File: src/rtl/key_event_scanner.sv
// key_event_scanner: debounces active-low keys and queues press/release events with an IRQ
//   clk        system clock
//   rst_sync   synchronous reset, active-high
//   key_raw    asynchronous raw keys, 0 = pressed
//   key_level  debounced key level, 1 = pressed
//   evt_pop    pop FIFO head strobe
//   evt_data   head event {valid, press, 2'b00, key index}, 0 when empty
//   evt_count  entries held
//   overflow   sticky event-lost flag
//   ovf_clear  clears overflow
//   irq_en     interrupt enable
//   irq        registered irq_en & (evt_count != 0)
module key_event_scanner #(
    parameter int KEY_NUM         = 4,
    parameter int DEBOUNCE_CYCLES = 20000,
    parameter int FIFO_DEPTH      = 8
) (
    input  logic                              clk,
    input  logic                              rst_sync,
    input  logic [KEY_NUM-1:0]                key_raw,
    output logic [KEY_NUM-1:0]                key_level,
    input  logic                              evt_pop,
    output logic [7:0]                        evt_data,
    output logic [$clog2(FIFO_DEPTH+1)-1:0]   evt_count,
    output logic                              overflow,
    input  logic                              ovf_clear,
    input  logic                              irq_en,
    output logic                              irq
);
    localparam int CW = $clog2(DEBOUNCE_CYCLES);
    localparam int AW = $clog2(FIFO_DEPTH);
    localparam int NW = $clog2(FIFO_DEPTH + 1);

    logic [KEY_NUM-1:0] sync1, sync2, s, accept, pend, ptype, grant;
    logic [CW-1:0]      cnt [KEY_NUM];
    logic [3:0]         sel;
    logic [7:0]         mem [FIFO_DEPTH];
    logic [AW-1:0]      wr_ptr, rd_ptr;
    logic               do_push, do_pop, lost;

    assign s = ~sync2;
    // lowest set pending bit, isolated as a one-hot grant
    assign grant   = pend & (~pend + KEY_NUM'(1));
    assign do_pop  = evt_pop && evt_count != 0;
    assign do_push = |pend && (evt_count != NW'(FIFO_DEPTH) || do_pop);
    // a pending event is lost if the FIFO refuses it, or if a new transition
    // lands on a key whose previous event is not being pushed this cycle
    assign lost     = (|pend && !do_push) || |(accept & pend & ~grant);
    assign evt_data = evt_count != 0 ? mem[rd_ptr] : 8'h00;

    always_comb begin
        sel = 4'd0;
        for (int k = 0; k < KEY_NUM; k++) begin
            accept[k] = s[k] != key_level[k] && cnt[k] == CW'(DEBOUNCE_CYCLES - 1);
            if (grant[k]) sel = 4'(k);
        end
    end

    always_ff @(posedge clk) begin
        if (rst_sync) begin
            sync1     <= '1;
            sync2     <= '1;
            key_level <= '0;
            pend      <= '0;
            ptype     <= '0;
            wr_ptr    <= '0;
            rd_ptr    <= '0;
            evt_count <= '0;
            overflow  <= 1'b0;
            irq       <= 1'b0;
            for (int k = 0; k < KEY_NUM; k++) cnt[k] <= '0;
        end else begin
            sync1 <= key_raw;
            sync2 <= sync1;
            for (int k = 0; k < KEY_NUM; k++) begin
                if (s[k] == key_level[k]) cnt[k] <= '0;
                else if (accept[k]) begin
                    key_level[k] <= s[k];
                    cnt[k]       <= '0;
                end else cnt[k] <= cnt[k] + CW'(1);
            end
            pend      <= (pend & ~grant) | accept;
            ptype     <= (ptype & ~accept) | (s & accept);
            wr_ptr    <= wr_ptr + AW'(do_push);
            rd_ptr    <= rd_ptr + AW'(do_pop);
            evt_count <= evt_count + NW'(do_push) - NW'(do_pop);
            overflow  <= lost || (overflow && !ovf_clear);
            irq       <= irq_en && evt_count != 0;
        end
    end

    always_ff @(posedge clk) begin
        if (do_push) mem[wr_ptr] <= {1'b1, |(ptype & grant), 2'b00, sel};
    end
endmodule

File: config.mk
export PLATFORM = sky130hd
export DESIGN_NAME = key_event_scanner
export DESIGN_NICKNAME = d
export VERILOG_FILES = /design/src/rtl/key_event_scanner.sv
export SDC_FILE = /design/constraint.sdc
export NUM_CORES = 1
export LEC_CHECK = 0
export ABC_AREA = 0
export BUFFER_PORTS_ARGS = -buffer_cell sky130_fd_sc_hd__buf_4
export CAP_MARGIN = 20
export CORE_MARGIN = 2
export CORE_UTILIZATION = 25
export CTS_CLUSTER_SIZE = 40
export DETAILED_ROUTE_END_ITERATION = 8
export HOLD_SLACK_MARGIN = 0.05
export PLACE_DENSITY = 0.47
export SLEW_MARGIN = 20
export SYNTH_ARGS = -nofsm -noshare
export SYNTH_HDL_FRONTEND = slang
export SYNTH_SLANG_ARGS = --single-unit
export TNS_END_PERCENT = 5
File: constraint.sdc
create_clock -name clk -period 3.1 [get_ports clk]
set_input_delay 0.155 -clock clk [delete_from_list [all_inputs] [get_ports clk]]
set_output_delay 0.155 -clock clk [all_outputs]
set_load 0.05 [all_outputs]
==> flow_metrics.py <==
metrics = {
    "setup_path": {
        "crit_type": "flip-flop to flip-flop",
        "crit_path_top_delay_cell": "fa_1",
        "worstPathMaxFanout": 6,
        "critical_path.max_stage_delay_ps": 370,
        "worst-endpoint-required_ps": 3340,
        "timing.critical_path.depth": 12,
        "startpoint": "evt_count[2]",
        "timing.critical_path.from_type": "flip-flop",
        "ff2ff_path_depth": 12,
        "worst_r2r_endpoint": "evt_count[2]",
        "timing.critical_path.to_type": "flip-flop",
        "critical-path-top-delay-family": "adder cells",
        "cp_arrival_ps": 2650,
        "cp_cell_instances": "inv_1 -> ha_1 -> nand2b_1 -> and3_1 -> nand2b_1 -> ha_1 -> inv_1 -> ha_1 -> inv_1 -> fa_1 -> xor2_1 -> nor2_1",
        "crit-reg2reg-launch": "evt_count[2]",
        "worst-path-buf-inv": 3,
        "timing.critical_path.to": "evt_count[2]",
        "regToRegSetupSlack_ps": 680,
    },
    "yosys": {
        "post_synthesis_cell_area_um2": 5520,
        "postSynthAreaPerCell_um2": 11.4,
        "synth.yosys.warnings": 0,
        "synth_largest_type_area_fraction": 0.457,
        "async_flop_share": 0,
        "syn_inst": 486,
        "synth.largest_area_cell": "edfxtp_1",
        "ys_ff_latch": 112,
        "synthFlopType": "edfxtp_1",
        "synth.yosys.seq_area_share": 0.558,
        "synthTopCellsByArea": "edfxtp_1 46%, dfxtp_1 10%, xnor2_1 5.7%",
        "synth-edff-count": 84,
        "synth_cell_types": 46,
    },
    "pwr": {
        "cell_internal_pwr_mw": 2.53,
        "max-vdd-ir-drop_v": 0.000292,
        "pwr-share-clk": 0.312,
        "cell_area_power_density_nw_per_um2": 561,
        "p_sw_frac": 0.303,
        "power.combinational.fraction": 0.199,
        "cellLeakagePower_nw": 2.25,
        "p_switching_mw": 1.10,
        "seq_power_share": 0.489,
    },
    "clock_network": {
        "tritoncts_num_sinks": 112,
        "clock_tree.htree_level_count": 3,
        "clk-insertion-delay-late_ps": 350,
        "ctsLongestPathBuffers": 2,
        "cts_resized": 0,
        "tritoncts_clock_tree": "yes",
        "cts-root-buf": "clkbuf_16",
        "cts_inserted_buffers": 9,
        "clkSlewWorstSetupHoldPaths_ps": 80,
    },
    "sta": {
        "unrepaired_setup_endpoints_after_global_routing": "no",
        "finalWorstPathRequiredPeriod_ps": 2420,
        "fmaxAchievable_ghz": 0.414,
        "clock-skew-final_ps": 8.16,
        "slew_violations": 0,
        "max_slew.worst_pin.slew_ps": 867,
        "timing.max_slew.rel_slack": 0.418,
        "min_period_over_period": 0.780,
        "hold_viol": 0,
        "setup_violation_total_in_the_final_timing_report": 0,
        "final.setup.worst_slack_ps": 682,
        "setup_total_negative_slack_ps": 0,
        "holdWs_ps": 70.3,
    },
    "floorplan": {
        "rows": 54,
        "die_area_um2": 23300,
        "core_um2": 21800,
        "die_h_um": 153,
        "number_of_top_level_pins": 27,
        "die_x_um": 153,
        "floorplan.initialDensity": 0.254,
    },
    "place": {
        "gp_congestion": 0.729,
        "placement.io_buffers": 22,
        "dpl_cell_area_um2": 6140,
        "placement_setup_slack_ps": 674,
        "detailed_place_hpwl_um": 7090,
    },
    "final_layout": {
        "final_layout_size_suffix_gt1_frac": 0.103,
        "mostFrequentLayoutCells": "84 x edfxtp_1, 79 x nor2_1, 64 x conb_1, 36 x xnor2_1, 31 x nand2_1",
        "finalInstanceArea_um2": 6470,
        "antenna_cells": 0,
        "final_nets": 591,
        "mostFrequentLayoutCell": "edfxtp_1",
        "final_util": 0.297,
        "fillCellCount": 2243,
        "area_growth_pct": 17.1,
    },
    "grt": {
        "grt_first_pass_wirelength_um": 16000,
        "maximum_number_of_pins_on_one_net_before_global_route_repair": 32,
        "first_global_vias": 3382,
        "global_route.usage.total": 0.0850,
        "number_of_antenna_violations_at_the_first_check_in_global_routing": 0,
        "global_route.overflow_total": 0,
    },
    "route": {
        "drtAntennaViolNets": 0,
        "drtIter0Drc": 183,
        "viasPerCell": 4.17,
        "vias": 3549,
        "post-route-drc-count": 0,
        "drt-pass1-iter-count": 4,
        "postRouteWirelength_um": 9630,
        "wl_per_cell_um": 11.3,
    },
    "outcome": {
        "outcome": "complete, no violations",
    },
    "hold_path": {
        "worst_hold_path_type": "primary input to flip-flop",
    },
    "flow_run": {
        "maxCapViolCount": 0,
    },
}
==> timing repair <==
item / 4_1_cts / 5_1_grt
setup buffers: 0 / 0
hold buffers: 4 / 0
endpoints found under the hold margin: 4 / 0
==> synth_stat cells, drive strengths merged, types with 2 or more instances <==
cell type / instances
nand2: 31
or4b: 4
ha: 14
xor2: 18
dfxtp: 28
or2: 11
nor3b: 3
nor4b: 4
mux4: 6
nand4: 15
and4: 2
a21oi: 13
nand3: 17
or3: 3
o31ai: 7
mux2i: 4
conb: 2
buf: 10
clkbuf: 9
inv: 21
and2: 4
edfxtp: 84
or4: 7
nor3: 12
a211oi: 2
nand2b: 5
o21ai: 2
and3: 3
nor2: 79
nor2b: 6
xnor2: 36
nor4: 16
==> cell families (layout without fill, tap and decap cells) <==
| family | count (synthesis) | in the layout | share of synthesized area |
|---|---|---|---|
| other cells | 2 | 64 | 0.00136 |
| simple gates | 224 | 224 | 0.216 |
| xor+xnor | 54 | 54 | 0.0856 |
| compound gates | 29 | 29 | 0.0331 |
| buf+inv | 40 | 64 | 0.0390 |
| flops | 112 | 112 | 0.558 |
| mux | 10 | 10 | 0.0317 |
| fa+ha+maj | 15 | 15 | 0.0353 |
==> sequential cells by signal (all words and copies together), names as in the netlist <==
register	flops
cnt	60
mem	24
evt_count	4
key_level	4
pend	4
sync1	4
sync2	4
rd_ptr	3
wr_ptr	3
irq	1
overflow	1
==> how the worst min path moves through the flow <==
stage | start | depth (start not counted) | slack, ps | end
6_report | irq_en | 2 | 70 | irq
5_1_grt | irq_en | 2 | 70 | irq
4_1_cts | irq_en | 2 | 50 | irq
3_5_place_dp | key_raw[3] | 2 | 340 | sync1[3]
3_3_place_gp | key_raw[3] | 2 | 350 | sync1[3]
2_1_floorplan | key_raw[0] | 1 | 260 | sync1[0]
==> final cells by class <==
| class | instances | area, µm² | share of cell area |
|---|---|---|---|
| flip-flops and latches | 112 | 3080 | 0.477 |
| multi-input cells | 396 | 2460 | 0.380 |
| well taps | 280 | 350 | 0.0542 |
| clock buffers | 9 | 225 | 0.0348 |
| repair buffers | 27 | 213 | 0.0329 |
| inverters | 21 | 78.8 | 0.0122 |
| clock inverters | 7 | 60.1 | 0.00928 |
==> worst reg2reg max path, cell delays in order (launching register included) <==
cell,delay [ps]
dfxtp_1,330
inv_1,70
ha_1,210
nand2b_1,140
and3_1,190
nand2b_1,240
ha_1,310
inv_1,60
ha_1,160
inv_1,60
fa_1,370
xor2_1,130
nor2_1,50
==> power groups by stage <==
stage,clock network (mW),registers [mW],logic [mW]
after floorplan,0,1.86,0.498
after global placement,0,1.81,0.717
after detailed placement,0,1.81,0.726
after CTS,1.18,1.78,0.732
after global routing,1.23,1.79,0.801
final,1.13,1.77,0.722
==> layer usage <==
metal  share of wire  GRT usage  vias to the layer above
li1                -          -                     1839
met1            0.47      0.105                     1656
met2            0.48      0.143                       43
met3           0.028     0.0168                       11
met4           0.020     0.0401                        0
met5               0          0                        -
==> stage by stage <==
step                      instances  power, mW
after floorplan                 548       2.36
after global placement          832       2.52
after CTS                       852       3.69
final                           852       3.63
after global routing            852       3.82
after detailed placement        832       2.54
(Power assumes the default switching activity.)
